### config.mk
export PLATFORM = sky130hd
export DESIGN_NAME = zigbee_nibble_serializer
export DESIGN_NICKNAME = d
export VERILOG_FILES = /design/src/rtl/zigbee_pkg.sv /design/src/rtl/zigbee_tick_gen.sv /design/src/rtl/zigbee_nibble_serializer.sv
export SDC_FILE = /design/constraint.sdc
export NUM_CORES = 1
export LEC_CHECK = 0
export CORE_UTILIZATION = 50
export CTS_BUF_LIST = sky130_fd_sc_hd__clkbuf_4 sky130_fd_sc_hd__clkbuf_8
export DETAILED_ROUTE_END_ITERATION = 16
export PLACE_DENSITY = 0.79
export SKIP_CTS_REPAIR_TIMING = 1
export SYNTH_ARGS = -nofsm -noshare
export SYNTH_HDL_FRONTEND = slang
export SYNTH_SLANG_ARGS = --single-unit
### constraint.sdc
create_clock -name inClock -period 2.4 [get_ports inClock]
set_clock_uncertainty 0.2 [all_clocks]
set_input_delay 0.6 -clock inClock [delete_from_list [all_inputs] [get_ports inClock]]
set_output_delay 0.6 -clock inClock [all_outputs]
set_load 0.02 [all_outputs]
### src/rtl/zigbee_pkg.sv
// Shared types and constants for the ZigBee TX nibble path.
package zigbee_pkg;

    // Serializer FSM states
    typedef enum logic [1:0] {
        IDLE     = 2'd0,
        SHIFT_LO = 2'd1,
        SHIFT_HI = 2'd2
    } zbState_t;

    // Bits per 802.15.4 symbol (one nibble)
    localparam int ZB_SYM_BITS = 4;

    // Highest bit index within a symbol
    localparam logic [1:0] ZB_SEL_LAST = 2'(ZB_SYM_BITS - 1);

    // Default clock cycles per serialized bit
    localparam int ZB_TICK_DIV_DEFAULT = 4;

endpackage

### src/rtl/zigbee_tick_gen.sv
// Bit-period pacer: free-running modulo-TICK_DIV counter that only runs
// while 'run' is high. 'clear' restarts the period so a freshly loaded
// symbol always gets a full TICK_DIV cycles on its first bit.
module zigbee_tick_gen #(
    parameter int TICK_DIV = 4
) (
    input  logic inClock,
    input  logic inReset,
    input  logic clear,
    input  logic run,
    output logic tick
);

    localparam int CW = (TICK_DIV > 1) ? $clog2(TICK_DIV) : 1;
    localparam logic [CW-1:0] CNT_LAST = CW'(TICK_DIV - 1);

    logic [CW-1:0] cnt;

    // Terminal count only counts as a tick while pacing is active
    assign tick = run && (cnt == CNT_LAST);

    // Counter: held at zero when idle or cleared, wraps after the last count
    always_ff @(posedge inClock) begin
        if (inReset || clear || !run) begin
            cnt <= '0;
        end else if (cnt == CNT_LAST) begin
            cnt <= '0;
        end else begin
            cnt <= cnt + 1'b1;
        end
    end

endmodule

### src/rtl/zigbee_nibble_serializer.sv
// Byte-to-symbol serializer feeding the 4:1 bit mux. Each accepted byte is
// emitted low nibble first, with outSel walking bit 0..3 once per bit-period.
// A new byte may be taken on the final tick of the high nibble so frames
// stream without an outValid gap.
module zigbee_nibble_serializer
    import zigbee_pkg::*;
#(
    parameter int TICK_DIV = ZB_TICK_DIV_DEFAULT
) (
    input  logic       inClock,
    input  logic       inReset,
    input  logic [7:0] inByte,
    input  logic       inLast,
    input  logic       inValid,
    output logic       outReady,
    output logic [3:0] outNibble,
    output logic [1:0] outSel,
    output logic       outValid,
    output logic       outSymStart,
    output logic       outFrameDone
);

    zbState_t   state, nextState;
    logic [7:0] byteReg, nextByte;
    logic       lastReg, nextLast;
    logic [3:0] nextNibble;
    logic [1:0] nextSel;
    logic       nextValid;
    logic       nextSymStart;
    logic       nextFrameDone;

    logic       tick;
    logic       load;
    logic       symEnd;
    logic       transfer;

    // Bit-period pacing; restarted on every byte load
    zigbee_tick_gen #(
        .TICK_DIV (TICK_DIV)
    ) uTickGen (
        .inClock (inClock),
        .inReset (inReset),
        .clear   (load),
        .run     (state != IDLE),
        .tick    (tick)
    );

    // Last bit-period of the current symbol is ending this cycle
    assign symEnd   = tick && (outSel == ZB_SEL_LAST);

    // Ready when idle, or exactly as the high nibble finishes
    assign outReady = !inReset &&
                      ((state == IDLE) || ((state == SHIFT_HI) && symEnd));

    assign transfer = inValid && outReady;

    // Next-state and next-output logic
    always_comb begin
        nextState     = state;
        nextByte      = byteReg;
        nextLast      = lastReg;
        nextNibble    = outNibble;
        nextSel       = outSel;
        nextValid     = outValid;
        nextSymStart  = 1'b0;
        nextFrameDone = 1'b0;
        load          = 1'b0;

        case (state)
            IDLE: begin
                if (transfer) begin
                    load         = 1'b1;
                    nextByte     = inByte;
                    nextLast     = inLast;
                    nextState    = SHIFT_LO;
                    nextNibble   = inByte[3:0];
                    nextSel      = 2'd0;
                    nextValid    = 1'b1;
                    nextSymStart = 1'b1;
                end
            end

            SHIFT_LO: begin
                if (symEnd) begin
                    nextState    = SHIFT_HI;
                    nextNibble   = byteReg[7:4];
                    nextSel      = 2'd0;
                    nextSymStart = 1'b1;
                end else if (tick) begin
                    nextSel = outSel + 2'd1;
                end
            end

            SHIFT_HI: begin
                if (symEnd) begin
                    // Frame end is reported even if the next frame starts now
                    nextFrameDone = lastReg;
                    if (transfer) begin
                        load         = 1'b1;
                        nextByte     = inByte;
                        nextLast     = inLast;
                        nextState    = SHIFT_LO;
                        nextNibble   = inByte[3:0];
                        nextSel      = 2'd0;
                        nextValid    = 1'b1;
                        nextSymStart = 1'b1;
                    end else begin
                        nextState  = IDLE;
                        nextNibble = 4'd0;
                        nextSel    = 2'd0;
                        nextValid  = 1'b0;
                    end
                end else if (tick) begin
                    nextSel = outSel + 2'd1;
                end
            end

            default: begin
                nextState  = IDLE;
                nextNibble = 4'd0;
                nextSel    = 2'd0;
                nextValid  = 1'b0;
            end
        endcase
    end

    // State and registered outputs; reset abandons any byte in flight
    always_ff @(posedge inClock) begin
        if (inReset) begin
            state        <= IDLE;
            byteReg      <= 8'd0;
            lastReg      <= 1'b0;
            outNibble    <= 4'd0;
            outSel       <= 2'd0;
            outValid     <= 1'b0;
            outSymStart  <= 1'b0;
            outFrameDone <= 1'b0;
        end else begin
            state        <= nextState;
            byteReg      <= nextByte;
            lastReg      <= nextLast;
            outNibble    <= nextNibble;
            outSel       <= nextSel;
            outValid     <= nextValid;
            outSymStart  <= nextSymStart;
            outFrameDone <= nextFrameDone;
        end
    end

endmodule

==> flow_summary.json, run 1 <==
{
  "status": "finished clean",
  "clock_tree.buffer_depth": 2,
  "cts_tree": "done",
  "dpl.cell_count": 145,
  "yosys_warnings": 0,
  "max_cap_violations": 0,
  "final_cells": 148,
  "clk_transition_reported_paths_ns": 0.09,
  "pre_cts_slack_ns": -0.210,
  "buffers_inverters_on_critical_path": 2,
  "worst_min_delay_path_class": "reg2reg",
  "slew_headroom_pct": 72.2,
  "max_stage_delay_ns": 0.46,
  "crit-reg2reg-launch": "state[0]",
  "share_of_synthesized_area_occupied_by_flip_flops_and_latches_pct": 38.7,
  "period_share_pct": 93.4,
  "cellPowerDensity_nw_per_um2": 730,
  "grt_use_total_pct": 21.1,
  "yosys.area_share.xor_xnor_pct": 0,
  "grt_start_max_net_pins": 17,
  "ys_ff_latch": 18,
  "buffer_ports.inserted": 21,
  "fp.dieW_um": 45.2,
  "synth_compound_gate_area_share_pct": 20.7,
  "antenna_cells_inserted": 0,
  "finalNetCount": 143,
  "post_drt_via_cell_ratio": 5.59,
  "worstPathArrival_ns": 1.44,
  "max-vdd-ir-drop_mv": 0.377,
  "clkLatencyLatePin_ns": 0.30,
  "antenna_violations_before_repair": 0,
  "place.gp.congestion": 0.786,
  "most_common_cell_after_layout_fill_and_taps_aside": "clkdlybuf4s50_1",
  "post-layout-total-power_mw": 0.904,
  "report.final.hold_viol_count": 0,
  "synth_mux_area_share_pct": 8.59,
  "postRouteWirelength_mm": 2.01,
  "synth_area_leaders": "dfxtp_1 (39%), ha_1 (8.1%), mux2_4 (6.4%)",
  "place_hpwl_mm": 1.49,
  "top_usage_layer": "met2",
  "ctsRootBufferMaster": "clkbuf_4",
  "synthesis.area_per_instance_sq_um": 9.81,
  "area_growth_pct": 32.9,
  "synth_top_cell_by_area": "dfxtp_1",
  "design.core.area_sq_um": 1750,
  "synth.top_cell.area_share_pct": 38.7,
  "htreeDepth": 1,
  "die-height_um": 45.2,
  "number_of_global_route_vias_before_repair": 719,
  "die_area_sq_um": 2040,
  "timing_worst_slew_pin_value_ns": 0.417,
  "grt_util_met3_pct": 3.60,
  "finish.instance_area_sq_um": 1240,
  "syn-instance-count": 95,
  "postSynthNetCount": 113,
  "timing_max_transition_violations_final": 0,
  "kind_of_cell_adding_the_most_delay_to_the_critical_path": "buffers and inverters",
  "fmax_mhz": 446,
  "crit_path_cell_trace": "clkdlybuf4s50_1, a21oi_1, dlymetal6s2s_1",
  "fraction_of_the_mapped_netlist_area_in_simple_logic_gates_pct": 20.7,
  "drive_above_1_share_pct": 16.3,
  "drt_iter0_drc": 20,
  "critical_path.max_fanout": 2,
  "fin_util_pct": 71.0,
  "dr_total_vias": 828,
  "synth_top_family_by_area": "compound AO/OA/AOI/OAI gates",
  "drtPass1Iterations": 4,
  "timing.final.setup_violations": 0,
  "global_route.usage.met1_pct": 25.0,
  "critical_path.endpoint_type": "output port",
  "final_critical_path_setup_slack_ns": 0.157,
  "effective_utilization_at_floorplan_pct": 53.4,
  "cell_area_after_placement_sq_um": 1210,
  "cts.sink_count": 18,
  "wl_per_cell_um": 13.6,
  "p_leak_nw": 0.525,
  "drtAntennaViolNets": 0,
  "ys_types": 36,
  "floorplan.io_pins": 22,
  "min_from": "uTickGen.cnt[0]",
  "setup.worst_path.class": "in2out",
  "drc": 0,
  "met2_use_gr_pct": 34.5,
  "std_cell_rows": 15,
  "critPathLaunch": "inReset",
  "synthAdderAreaFrac_pct": 8.05,
  "grt_setup_unrepaired": "no",
  "worst-endpoint-required_ns": 1.60,
  "timing.critical_path.slowest_stage_cell": "clkdlybuf4s50_1",
  "gr-total-overflow": 0,
  "layout_common_cells": "clkdlybuf4s50_1 (20), dfxtp_1 (18), a21oi_1 (8), buf_4 (8), ha_1 (6)",
  "grt_pass1_wl_mm": 3.02,
  "post_synth_instance_area_sq_um": 932,
  "cts_made_buffers": 3,
  "period_minus_slack_ns": 2.24,
  "setup.worst_path.start_class": "input pin"
}
## worst reg2reg max path, delay by kind of cell, from the launching register on
| kind | cells | cell delay [ns] |
|---|---|---|
| mux | 1 | 0.30 |
| buf+inv | 2 | 0.25 |
| flops | 1 | 0.41 |
| simple gates | 1 | 0.11 |
| fa+ha+maj | 1 | 0.24 |
| compound gates | 2 | 0.31 |
## cell families after synthesis
logic type,count (synthesis)
compound gates,28
fa+ha+maj,6
flops,18
simple gates,30
mux,6
buf+inv,7
## power by group
part | internal, mW | switching, mW
registers | 0.344 | 0.0263
clock network | 0.0586 | 0.0873
logic | 0.192 | 0.196
total | 0.595 | 0.310
## routing by layer
layer  vias to the layer above  part of all wire (%)
li1                        406                     -
met1                       392                    46
met2                        25                    47
met3                         5                   3.7
met4                         0                   2.9
met5                         -                     0
## final timing paths
| path | cells past startpoint | slack [ns] | endpoint |
|---|---|---|---|
| worst max-delay path | 3 | 0.16 | outReady |
| worst min-delay path | 1 | 0.24 | uTickGen.cnt[0] |
| worst max register to register | 7 | 0.48 | outNibble[0] |
| worst min register to register | 1 | 0.24 | uTickGen.cnt[0] |
## synth_stat cells (all sizes together)
cell	count
a21boi	1
a21o	1
a21oi	8
a22o	5
a22oi	5
a2bb2oi	1
a31oi	2
and2	1
and2b	3
and4	1
buf	3
clkbuf	1
dfxtp	18
ha	6
inv	3
mux2	4
mux2i	2
nand2	6
nand2b	4
nand3	2
nand4	1
nor2	3
nor2b	3
nor3	1
nor4	1
nor4b	3
o21a	1
o21ai	3
o22ai	1
or2	1
## state kept, by name, summed over array words and instances, names as in the netlist
name / flops
byteReg: 4
outFrameDone: 1
outValid: 1
lastReg: 1
outSymStart: 1
state: 2
outSel: 2
outNibble: 4
uTickGen.cnt: 2
## final cells by class
cell class	instances	area, sq um
multi-input combinational	70	541
fill	148	507
sequential	18	360
timing repair buffer	29	273
tap	25	31.3
clock buffer	3	22.5
inverter	3	11.3
## per-stage QoR
stage / hold slack [ns] / TNS [ns]
after floorplan: 0.199 / 0
after global placement: 0.210 / -0.218
after detailed placement: 0.226 / -0.210
after CTS: 0.241 / -0.229
after global routing: 0.258 / 0
final: 0.240 / 0
Note: power is estimated with default switching activity, not from simulation.
==> run 2, diff against run 1 <==
--- a/config.mk
+++ b/config.mk
@@ -7,6 +7,7 @@
 export LEC_CHECK = 0
 export CORE_UTILIZATION = 50
 export CTS_BUF_LIST = sky130_fd_sc_hd__clkbuf_4 sky130_fd_sc_hd__clkbuf_8
+export CTS_CLUSTER_SIZE = 30
 export DETAILED_ROUTE_END_ITERATION = 16
 export PLACE_DENSITY = 0.79
 export SKIP_CTS_REPAIR_TIMING = 1
==> results of run 2 <==
The final DEF is identical to that of run 1; final timing and power are the same.
